**config.mk**
```make
export PLATFORM = sky130hd
export DESIGN_NAME = secded_err_monitor_flat
export DESIGN_NICKNAME = d
export VERILOG_FILES = /design/src/rtl/secded_err_monitor_pkg.sv /design/src/rtl/secded_err_monitor_if.sv /design/src/rtl/seg_digit_mux.sv /design/src/rtl/secded_err_monitor.sv /design/src/flat_wrapper.sv
export SDC_FILE = /design/constraint.sdc
export NUM_CORES = 1
export LEC_CHECK = 0
export BUFFER_PORTS_ARGS = -buffer_cell sky130_fd_sc_hd__buf_2
export CAP_MARGIN = 40
export CORE_ASPECT_RATIO = 1.5
export CORE_MARGIN = 2
export CORE_UTILIZATION = 60
export DETAILED_ROUTE_END_ITERATION = 10
export MAX_ROUTING_LAYER = met4
export PLACE_DENSITY_LB_ADDON = 0.15
export SYNTH_ARGS = -nofsm -noshare
export SYNTH_HDL_FRONTEND = slang
export SYNTH_HIERARCHICAL = 1
export SYNTH_SLANG_ARGS = --single-unit
```
**constraint.sdc**
```tcl
create_clock -name clk -period 5.6 [get_ports clk]
set_input_delay 0.84 -clock clk [delete_from_list [all_inputs] [get_ports clk]]
set_output_delay 0.84 -clock clk [all_outputs]
set_load 0.02 [all_outputs]
```
**src/rtl/secded_err_monitor_pkg.sv**
```systemverilog
// Shared types and tables for the SECDED error monitor: alarm FSM states,
// hex-to-7-segment glyphs (a..g on bits 0..6, active-high) and display slot encoding.
package secded_err_monitor_pkg;

  typedef enum logic {NORMAL = 1'b0, ALARM = 1'b1} state_t;

  typedef enum logic [1:0] {SLOT_D1 = 2'd0, SLOT_D2 = 2'd1, SLOT_D3 = 2'd2} slot_t;

  localparam logic [6:0] HEX_SEG [16] = '{
    7'h3F, 7'h06, 7'h5B, 7'h4F, 7'h66, 7'h6D, 7'h7D, 7'h07,
    7'h7F, 7'h6F, 7'h77, 7'h7C, 7'h39, 7'h5E, 7'h79, 7'h71
  };

  function automatic logic [6:0] hex_seg(input logic [3:0] v);
    return HEX_SEG[v];
  endfunction

  function automatic slot_t next_slot(input slot_t s);
    case (s)
      SLOT_D1: return SLOT_D2;
      SLOT_D2: return SLOT_D3;
      default: return SLOT_D1;
    endcase
  endfunction

endpackage

```
**src/rtl/secded_err_monitor_if.sv**
```systemverilog
// Decoded-word input stream and forwarded-word output stream of the error monitor.
// master = upstream decoder / downstream sink side, slave = the monitor.
interface secded_err_monitor_if;
  logic       in_valid;
  logic       in_ready;
  logic [3:0] in_data;
  logic       in_1bit_error;
  logic       in_2bit_error;
  logic       in_parity_error;
  logic [6:0] in_symptom;
  logic       out_valid;
  logic       out_ready;
  logic [3:0] out_data;

  modport master (
    output in_valid, in_data, in_1bit_error, in_2bit_error, in_parity_error, in_symptom,
    output out_ready,
    input  in_ready, out_valid, out_data
  );

  modport slave (
    input  in_valid, in_data, in_1bit_error, in_2bit_error, in_parity_error, in_symptom,
    input  out_ready,
    output in_ready, out_valid, out_data
  );
endinterface

```
**src/rtl/seg_digit_mux.sv**
```systemverilog
// Three-digit multiplexed 7-segment driver: scan counter, one-hot anode rotation,
// glyph selection and alarm blink of digit 3 on alternate scan rounds.
module seg_digit_mux
  import secded_err_monitor_pkg::*;
#(
  parameter int SCAN_DIV = 1024
) (
  input  logic       clk,
  input  logic       rst_n,
  input  logic [3:0] dig1_val,
  input  logic [3:0] dig2_val,
  input  logic [3:0] dig3_val,
  input  logic       blink_en,
  output logic [6:0] seg,
  output logic       an1,
  output logic       an2,
  output logic       an3
);

  localparam int DIV_W = (SCAN_DIV > 1) ? $clog2(SCAN_DIV) : 1;

  logic [DIV_W-1:0] scan_cnt;
  slot_t            slot;
  logic             blink_ph;

  // blink_ph flips once per full D1->D2->D3 round
  always_ff @(posedge clk or negedge rst_n) begin
    if (!rst_n) begin
      scan_cnt <= '0;
      slot     <= SLOT_D1;
      blink_ph <= 1'b0;
    end else if (scan_cnt == DIV_W'(SCAN_DIV - 1)) begin
      scan_cnt <= '0;
      slot     <= next_slot(slot);
      if (slot == SLOT_D3) blink_ph <= ~blink_ph;
    end else begin
      scan_cnt <= scan_cnt + DIV_W'(1);
    end
  end

  always_comb begin
    seg = '0;
    case (slot)
      SLOT_D1: seg = hex_seg(dig1_val);
      SLOT_D2: seg = hex_seg(dig2_val);
      SLOT_D3: seg = (blink_en && blink_ph) ? 7'h00 : hex_seg(dig3_val);
      default: seg = '0;
    endcase
  end

  assign an1 = (slot == SLOT_D1);
  assign an2 = (slot == SLOT_D2);
  assign an3 = (slot == SLOT_D3);

endmodule

```
**src/rtl/secded_err_monitor.sv**
```systemverilog
// SECDED decoder error monitor: forwards correctable words, drops uncorrectable ones,
// counts errors, latches sticky alarm. Build option: ERR_CNT_SATURATE_EN (saturating counters).
module secded_err_monitor
  import secded_err_monitor_pkg::*;
#(
  parameter int CNT_W    = 8,
  parameter int SCAN_DIV = 1024
) (
  input  logic                  clk,
  input  logic                  rst_n,
  input  logic                  in_clear,
  secded_err_monitor_if.slave   bus,
  output logic [CNT_W-1:0]      out_corr_cnt,
  output logic [CNT_W-1:0]      out_uncorr_cnt,
  output logic                  out_alarm,
  output logic [6:0]            out_7seg,
  output logic                  anode1_active,
  output logic                  anode2_active,
  output logic                  anode3_active
);

  function automatic logic [CNT_W-1:0] cnt_inc(input logic [CNT_W-1:0] c);
`ifdef ERR_CNT_SATURATE_EN
    return (&c) ? c : c + CNT_W'(1);
`else
    return c + CNT_W'(1);
`endif
  endfunction

  // Position of the highest flipped codeword bit, 1-based; 0 when none flipped.
  function automatic logic [2:0] sym_pos(input logic [6:0] s);
    logic [2:0] p;
    p = 3'd0;
    for (int i = 0; i < 7; i++)
      if (s[i]) p = 3'(i + 1);
    return p;
  endfunction

  logic             vld_p1;
  logic [3:0]       data_p1;
  logic [CNT_W-1:0] corr_cnt;
  logic [CNT_W-1:0] uncorr_cnt;
  logic [2:0]       last_pos;
  state_t           state;
  logic             alarm_q;
  logic             acc;
  logic             fwd;
  logic             any_err;

  assign bus.in_ready = !vld_p1 || bus.out_ready;
  assign acc          = bus.in_valid && bus.in_ready;
  assign fwd          = acc && !bus.in_2bit_error;
  assign any_err      = bus.in_1bit_error || bus.in_2bit_error || bus.in_parity_error;

  // Stage p1: one-entry output register
  always_ff @(posedge clk or negedge rst_n) begin
    if (!rst_n) begin
      vld_p1  <= 1'b0;
      data_p1 <= '0;
    end else if (fwd) begin
      vld_p1  <= 1'b1;
      data_p1 <= bus.in_data;
    end else if (bus.out_ready) begin
      vld_p1  <= 1'b0;
    end
  end

  // Error bookkeeping and alarm FSM; clear wins over a coincident error
  always_ff @(posedge clk or negedge rst_n) begin
    if (!rst_n) begin
      corr_cnt   <= '0;
      uncorr_cnt <= '0;
      last_pos   <= '0;
      state      <= NORMAL;
      alarm_q    <= 1'b0;
    end else if (in_clear) begin
      corr_cnt   <= '0;
      uncorr_cnt <= '0;
      last_pos   <= '0;
      state      <= NORMAL;
      alarm_q    <= 1'b0;
    end else if (acc) begin
      if (bus.in_1bit_error) corr_cnt <= cnt_inc(corr_cnt);
      if (any_err) last_pos <= sym_pos(bus.in_symptom);
      case (state)
        NORMAL: if (bus.in_2bit_error) begin
          uncorr_cnt <= cnt_inc(uncorr_cnt);
          state      <= ALARM;
          alarm_q    <= 1'b1;
        end
        ALARM: if (bus.in_2bit_error) uncorr_cnt <= cnt_inc(uncorr_cnt);
        default: begin
          state   <= NORMAL;
          alarm_q <= 1'b0;
        end
      endcase
    end
  end

  assign bus.out_valid  = vld_p1;
  assign bus.out_data   = data_p1;
  assign out_corr_cnt   = corr_cnt;
  assign out_uncorr_cnt = uncorr_cnt;
  assign out_alarm      = alarm_q;

  seg_digit_mux #(.SCAN_DIV(SCAN_DIV)) u_seg (
    .clk      (clk),
    .rst_n    (rst_n),
    .dig1_val (corr_cnt[3:0]),
    .dig2_val (uncorr_cnt[3:0]),
    .dig3_val ({1'b0, last_pos}),
    .blink_en (alarm_q),
    .seg      (out_7seg),
    .an1      (anode1_active),
    .an2      (anode2_active),
    .an3      (anode3_active)
  );

endmodule

```
**src/flat_wrapper.sv**
```systemverilog
// flat-port wrapper written by rule: the top's interface ports become plain ports
module secded_err_monitor_flat import secded_err_monitor_pkg::*;
#(
  parameter int CNT_W    = 8,
  parameter int SCAN_DIV = 1024
)
  (clk, rst_n, in_clear, out_corr_cnt, out_uncorr_cnt, out_alarm, out_7seg, anode1_active, anode2_active, anode3_active, bus_in_valid, bus_in_data, bus_in_1bit_error, bus_in_2bit_error, bus_in_parity_error, bus_in_symptom, bus_out_ready, bus_in_ready, bus_out_valid, bus_out_data);
  secded_err_monitor_if bus_i ();
  input  logic clk;
  input  logic rst_n;
  input  logic in_clear;
  output logic [CNT_W-1:0] out_corr_cnt;
  output logic [CNT_W-1:0] out_uncorr_cnt;
  output logic out_alarm;
  output logic [6:0] out_7seg;
  output logic anode1_active;
  output logic anode2_active;
  output logic anode3_active;
  input wire logic [$bits(bus_i.in_valid)-1:0] bus_in_valid;
  input wire logic [$bits(bus_i.in_data)-1:0] bus_in_data;
  input wire logic [$bits(bus_i.in_1bit_error)-1:0] bus_in_1bit_error;
  input wire logic [$bits(bus_i.in_2bit_error)-1:0] bus_in_2bit_error;
  input wire logic [$bits(bus_i.in_parity_error)-1:0] bus_in_parity_error;
  input wire logic [$bits(bus_i.in_symptom)-1:0] bus_in_symptom;
  input wire logic [$bits(bus_i.out_ready)-1:0] bus_out_ready;
  output wire logic [$bits(bus_i.in_ready)-1:0] bus_in_ready;
  output wire logic [$bits(bus_i.out_valid)-1:0] bus_out_valid;
  output wire logic [$bits(bus_i.out_data)-1:0] bus_out_data;
  assign bus_i.in_valid = bus_in_valid;
  assign bus_i.in_data = bus_in_data;
  assign bus_i.in_1bit_error = bus_in_1bit_error;
  assign bus_i.in_2bit_error = bus_in_2bit_error;
  assign bus_i.in_parity_error = bus_in_parity_error;
  assign bus_i.in_symptom = bus_in_symptom;
  assign bus_i.out_ready = bus_out_ready;
  assign bus_in_ready = bus_i.in_ready;
  assign bus_out_valid = bus_i.out_valid;
  assign bus_out_data = bus_i.out_data;
  secded_err_monitor #(.CNT_W(CNT_W), .SCAN_DIV(SCAN_DIV)) u_core (.clk(clk), .rst_n(rst_n), .in_clear(in_clear), .bus(bus_i), .out_corr_cnt(out_corr_cnt), .out_uncorr_cnt(out_uncorr_cnt), .out_alarm(out_alarm), .out_7seg(out_7seg), .anode1_active(anode1_active), .anode2_active(anode2_active), .anode3_active(anode3_active));
endmodule
```
# Yosys cells after proc, flatten, opt, wreduce, memory -nomap -nowiden

Memories as Yosys holds them, arrays and structs flattened.
Index checks and enable logic that the tools add are counted.

Flip-flop bits (word level): 39
Bits in read-only memories: 336
Bits of input ports: 19
Output and inout bits: 33
Word-level logic and storage cells: 82
Memories: 3

Memory list:

| memory           | depth | width | read ports | clocked after memory_dff | write ports | RTL line                     | RTL |
|---|---|---|---|---|---|---|---|
| (name not given) | 16    | 7     | 1          | 0                        | 0           | secded_err_monitor_pkg.sv:15 | `return HEX_SEG[v];` |
| (name not given) | 16    | 7     | 1          | 0                        | 0           | secded_err_monitor_pkg.sv:15 |  |
| (name not given) | 16    | 7     | 1          | 0                        | 0           | secded_err_monitor_pkg.sv:15 |  |

Add/subtract/negate cells: 3
Order comparisons: 3
Equality and inequality tests: 4
Muxes and demuxes: 36
Bitwise gates (word level): 4
Reductions and logical operators: 19

Operator list:

| operator                                       | number |
|---|---|
| 2-to-1 mux 7 bit                               | 7 |
| 2-to-1 mux 8 bit                               | 6 |
| 2-to-1 mux 3 bit                               | 7 |
| case mux 7 bit (3 select lines)                | 1 |
| adder 8 x 1 -> 8 bit (second input constant)   | 2 |
| >= comparator 5 bit (second input constant)    | 3 |
| 2-to-1 mux 1 bit                               | 11 |
| adder 10 x 1 -> 10 bit (second input constant) | 1 |
| == test 10 bit (second input constant)         | 1 |
| 2-to-1 mux 10 bit                              | 1 |
| inverter 4 -> 5 bit                            | 2 |
| nonzero test 2 bit                             | 5 |
| AND reduction 2 bit                            | 4 |
| inverter 3 -> 5 bit                            | 1 |
| 2-to-1 mux 2 bit                               | 2 |
| case mux 2 bit (2 select lines)                | 1 |
| logical AND 1 bit                              | 3 |
| logical OR 1 bit                               | 3 |
| AND reduction 3 bit                            | 1 |
| == test 2 x 1 -> 1 bit (second input constant) | 1 |
| == test 2 bit (second input constant)          | 1 |
| zero test 1 bit                                | 2 |
| zero test 2 bit                                | 1 |
| inequality test 2 bit (second input constant)  | 1 |
| inverter 1 bit                                 | 1 |

# Depth between registers and ports, before layout

Depth in word-level cells: 10
Depth in mapped cells: 6
Depth with buffers taken out: 6

# Cells and area by module

The synthesis kept the hierarchy.

By module, submodules not included:

| module             | times used | cells each | area each (um^2) | sequential area each (um^2) |
|---|---|---|---|---|
| seg_digit_mux      | 1          | 159        | 1,441.4          | 325.3 |
| secded_err_monitor | 1          | 121        | 1,244.9          | 650.6 |

# Least setup slack after synthesis

OpenSTA, ideal clock, no wires.

Path type: register -> output
Start point: register u_core.corr_cnt[0], in the netlist u_core/out_corr_cnt[0]
End point: output port out_7seg[3]
Arrival time: 1.969 ns
Data required time: 4.760 ns
Setup slack: 2.791 ns
Cell stages (with the launch flop): 7
Path buffers: 0
Path through: dfrtp_1 > inv_1 > ha_1 > inv_1 > mux4_2 > or3_1 > o221ai_1

Word-level cells in the longest chain between the ends: 5

Ends and longest elaborated chain:

| what                                                | RTL line                     | RTL |
|---|---|---|
| start, declared                                     | secded_err_monitor.sv:41     | `logic [CNT_W-1:0] corr_cnt;` |
| start signal, assigned                              | secded_err_monitor.sv:83     | `if (bus.in_1bit_error) corr_cnt <= cnt_inc(corr_cnt);` |
| inverter 4 -> 5 bit (not written as such)           | secded_err_monitor_pkg.sv:15 |  |
| memory read (16 x 7 bit)                            | n/a                          |  |
| 2-to-1 mux 7 bit (not written as such) (2 in a row) | secded_err_monitor_pkg.sv:15 |  |
| case mux 7 bit (3 select lines)                     | seg_digit_mux.sv:43          | `case (slot)` |
| end, declared                                       | flat_wrapper.sv:15           | `output logic [6:0] out_7seg;` |

Every way passes these cells. The select of a mux whose other input is x is not followed.

# Final worst setup path

Ends and elaborated chain as after synthesis.

==> run summary <==
### Run status
- result of the run: complete, but fails checks
- failing checks: DRC

### Hold path
- Hold Path Stages: 1
- startpoint of the lowest-slack hold path: u_core/u_seg/scan_cnt[0]
- worst hold path type: reg2reg

### Setup path
- kind of critical path: reg2out
- CP Capture Type: output port
- endpoint arrival time on the critical path: 2.38 ns
- required time of the critical path: 4.76 ns
- launching instance or port of the critical path: u_core/out_corr_cnt[0]
- r2r worst-path depth: 5
- reg-to-reg critical path startpoint: u_core/u_seg/scan_cnt[0]
- critical path startpoint category: flip-flop
- largest fanout of any net on the critical path: 10

### Cells and area
- leading cell types in the layout, fill and taps excluded: buf_2 (51), dfrtp_1 (39), nor2_1 (34)
- ratio of cells with drive above 1 in the final layout: 24.62%
- number of cells in the finished layout apart from fillers: 379
- most common library cell in the layout ignoring fill and taps: buf_2
- area overhead of the layout relative to synthesis: 14.62%
- Filler Cell Count: 345
- net total in the final layout: 373
- cell area after layout: 3079 um^2
- number of antenna repair diodes: 0

### Place
- count of input and output buffers: 51
- DP Area: 2992 um^2
- total instance count after detailed placement: 372
- Setup Slack @ Placement: 2.694 ns
- placer congestion estimate: 0.8678
- HPWL after detailed placement: 4454 um

### Clocking
- buffer cell driving the clock tree root: clkbuf_8
- count of hold-fix buffers inserted at cts: 0
- # H-tree levels: 2
- clock tree from TritonCTS: yes
- largest buffer count on any clock path: 2
- worst-skew pair later-pin latency: 0.29 ns
- quantity of gates resized following cts: 0
- TritonCTS Sinks: 39
- Inserted Clock Buffers: 5
- clock slew seen by the registers of the worst setup and hold paths: 0.07 ns
- Post-CTS Repair Setup Buffers: 0

### Timing
- setup violators final: 0
- transition time at the pin with the least slew margin: 0.6104 ns
- Relative slew margins: 59.31%
- setup_tns: 0 ns
- Fin. Hold Viols: 0
- period utilization: 57.46%
- Max Freq: 310.8 MHz
- shortest period the worst path allows: 3.218 ns
- RSZ-0062 raised after global routing: no
- final worst setup slack: 2.382 ns
- max-slew violation count: 0
- maximum clock skew at final layout: 0.01061 ns

### Logic synthesis
- count of flip-flops with a built-in enable after synthesis: 0
- number of synthesis warnings: 6
- Distinct cells, synth: 50
- flops & latches, synth: 39
- share of synthesized flip-flops with an asynchronous set or reset: 100.0%
- Post-Syn Area: 2686 um^2
- commonest register cell after synthesis: dfrtp_1
- gate count of the mapped netlist: 280
- sequential cell area fraction in the yosys report: 36.33%
- per-instance average area after synthesis: 9.594 um^2

### Detailed routing
- Avg WL per Cell: 15.44 um
- via count normalized by instance count: 5.887
- DRC Markers: 3
- final routed wirelength across all metal layers: 5851 um
- iteration count of the initial detailed-routing pass: 7
- number of design-rule violations left by the first detailed-router iteration: 150
- number of nets with antenna violations after detailed routing: 0
- routed via count: 2,231

### Floorplan
- floorplan die area: 5040 um^2
- y dimension of the die: 85.95 um
- area of the core: 4282 um^2
- Initial Utilization: 62.74%
- width of the die: 58.64 um
- number of rows in the core area: 29
- I/O pin count: 52

### Global route
- overall fraction of global-route tracks in use: 25.37%
- via count of the first global-routing pass: 2,139
- wire length of the first global-routing pass: 9646 um
- pin count of the biggest net entering global routing: 22
- number of antenna violations at the first check in global routing: 0
- residual overflow from global routing: 0

### Power and ir drop
- net switching fraction of the power: 28.26%
- power density over the cells: 197.5 nW/um^2
- Reg power frac: 50.2%
- switching component of the power: 171.9 uW
- portion of total power attributed to combinational logic: 18.9%
- cell-internal power: 436.2 uW
- worst IR drop on VDD: 170.3 uV
- clock share of power: 30.9%
- cell leakage power: 0.001401 uW

### Flow run
- Max Cap Violations: 0

[kinds of logic (layout without fill, tap and decap cells)]
logic type | after synthesis | in the layout | share of synthesized area (%)
DFF | 39 | 39 | 36.33
other | 1 | 4 | 0.1396
xor gates and xnor gates | 21 | 21 | 6.847
muxes | 23 | 23 | 10.76
buffers and inverters | 25 | 75 | 3.959
and+or+nand+nor | 111 | 111 | 20.87
adders and majority gates | 21 | 21 | 9.781
AOI/OAI and AO/OA | 39 | 39 | 11.32
[sequential cells by signal (all words and copies together) (netlist names)]
name                   flops
u_core/u_seg/blink_ph      1
u_core/bus.out_data        4
u_core/last_pos            3
u_core/state               1
u_core/bus.out_valid       1
u_core/out_uncorr_cnt      8
u_core/out_alarm           1
u_core/u_seg/slot          2
u_core/out_corr_cnt        8
u_core/u_seg/scan_cnt     10
[critical path: stages, from the launching register on]
cell	delay, ns
dfrtp_1	0.53
inv_1	0.17
ha_1	0.31
inv_1	0.05
mux4_2	0.44
or3_1	0.33
o221ai_1	0.08
buf_2	0.19
[stage by stage]
| stage | util, % | hold WS [ns] | total power [uW] |
|---|---|---|---|
| 3_5_place_dp | 69.87 | 0.4821 | 425.3 |
| 3_3_place_gp | 69.23 | 0.4729 | 418.9 |
| 6_report | 71.92 | 0.4887 | 608.1 |
| 2_1_floorplan | - | 0.4434 | 383.0 |
| 5_1_grt | 71.92 | 0.5203 | 636.0 |
| 4_1_cts | 71.92 | 0.4925 | 613.9 |
[cell usage after synthesis (3+ instances only)]
cell type	n	area, um^2
a21oi_1	7	35.03
buf_2	4	20.02
clkbuf_1	4	15.01
dfrtp_1	39	975.9
ha_1	21	262.8
inv_1	15	56.30
mux2_2	9	101.4
mux2i_1	9	90.09
mux4_2	3	67.56
nand2_1	22	82.58
nand2b_1	4	25.02
nand3_1	16	80.08
nand4_1	3	18.77
nor2_1	34	127.6
nor2b_1	5	31.28
nor3_1	6	30.03
nor4_1	5	31.28
nor4b_1	3	26.28
o211ai_1	5	37.54
o21ai_0	5	25.02
o311ai_0	7	61.31
xnor2_1	16	140.1
xor2_1	5	43.79
[final timing paths]
path,to,slack (ns)
worst max-delay path,out_7seg[3],2.38
worst max register to register,u_core/u_seg/slot[0],3.81
worst min-delay path,u_core/u_seg/scan_cnt[0],0.49
min in group asynchronous,u_core/out_uncorr_cnt[6],0.50
worst min register to register,u_core/u_seg/scan_cnt[0],0.49
max in group asynchronous,u_core/u_seg/slot[1],4.64
[metal layers]
metal | share of wire, % | global-route usage [%] | wire length [um] | up-vias
met2 | 56 | 45.25 | 3300 | 52
met5 | 0 | - | 0 | -
li1 | - | - | - | 1093
met3 | 3.7 | 2.866 | 218 | 6
met1 | 38 | 28.95 | 2246 | 1080
met4 | 1.5 | 8.471 | 86 | 0
[final cells by class]
cell class              count  area, um^2  area share [%]
inverters                  16       60.06           1.950
multi-input cells         219        1615           52.46
well taps                  46       57.56           1.869
flip-flops and latches     39       975.9           31.69
clock inverters             1       5.005          0.1625
repair buffers             52       282.8           9.183
clock buffers               6       82.58           2.682
[power by group through the flow]
| stage | clock network [uW] | registers (uW) | logic (uW) |
|---|---|---|---|
| finish | 188 | 305 | 115 |
| global route | 202 | 307 | 127 |
| CTS | 193 | 305 | 115 |
| detailed placement | 0 | 310 | 115 |
| global placement | 0 | 309 | 110 |
| floorplan | 0 | 318 | 65.0 |
No activity file was read; power rests on OpenSTA's default activity.
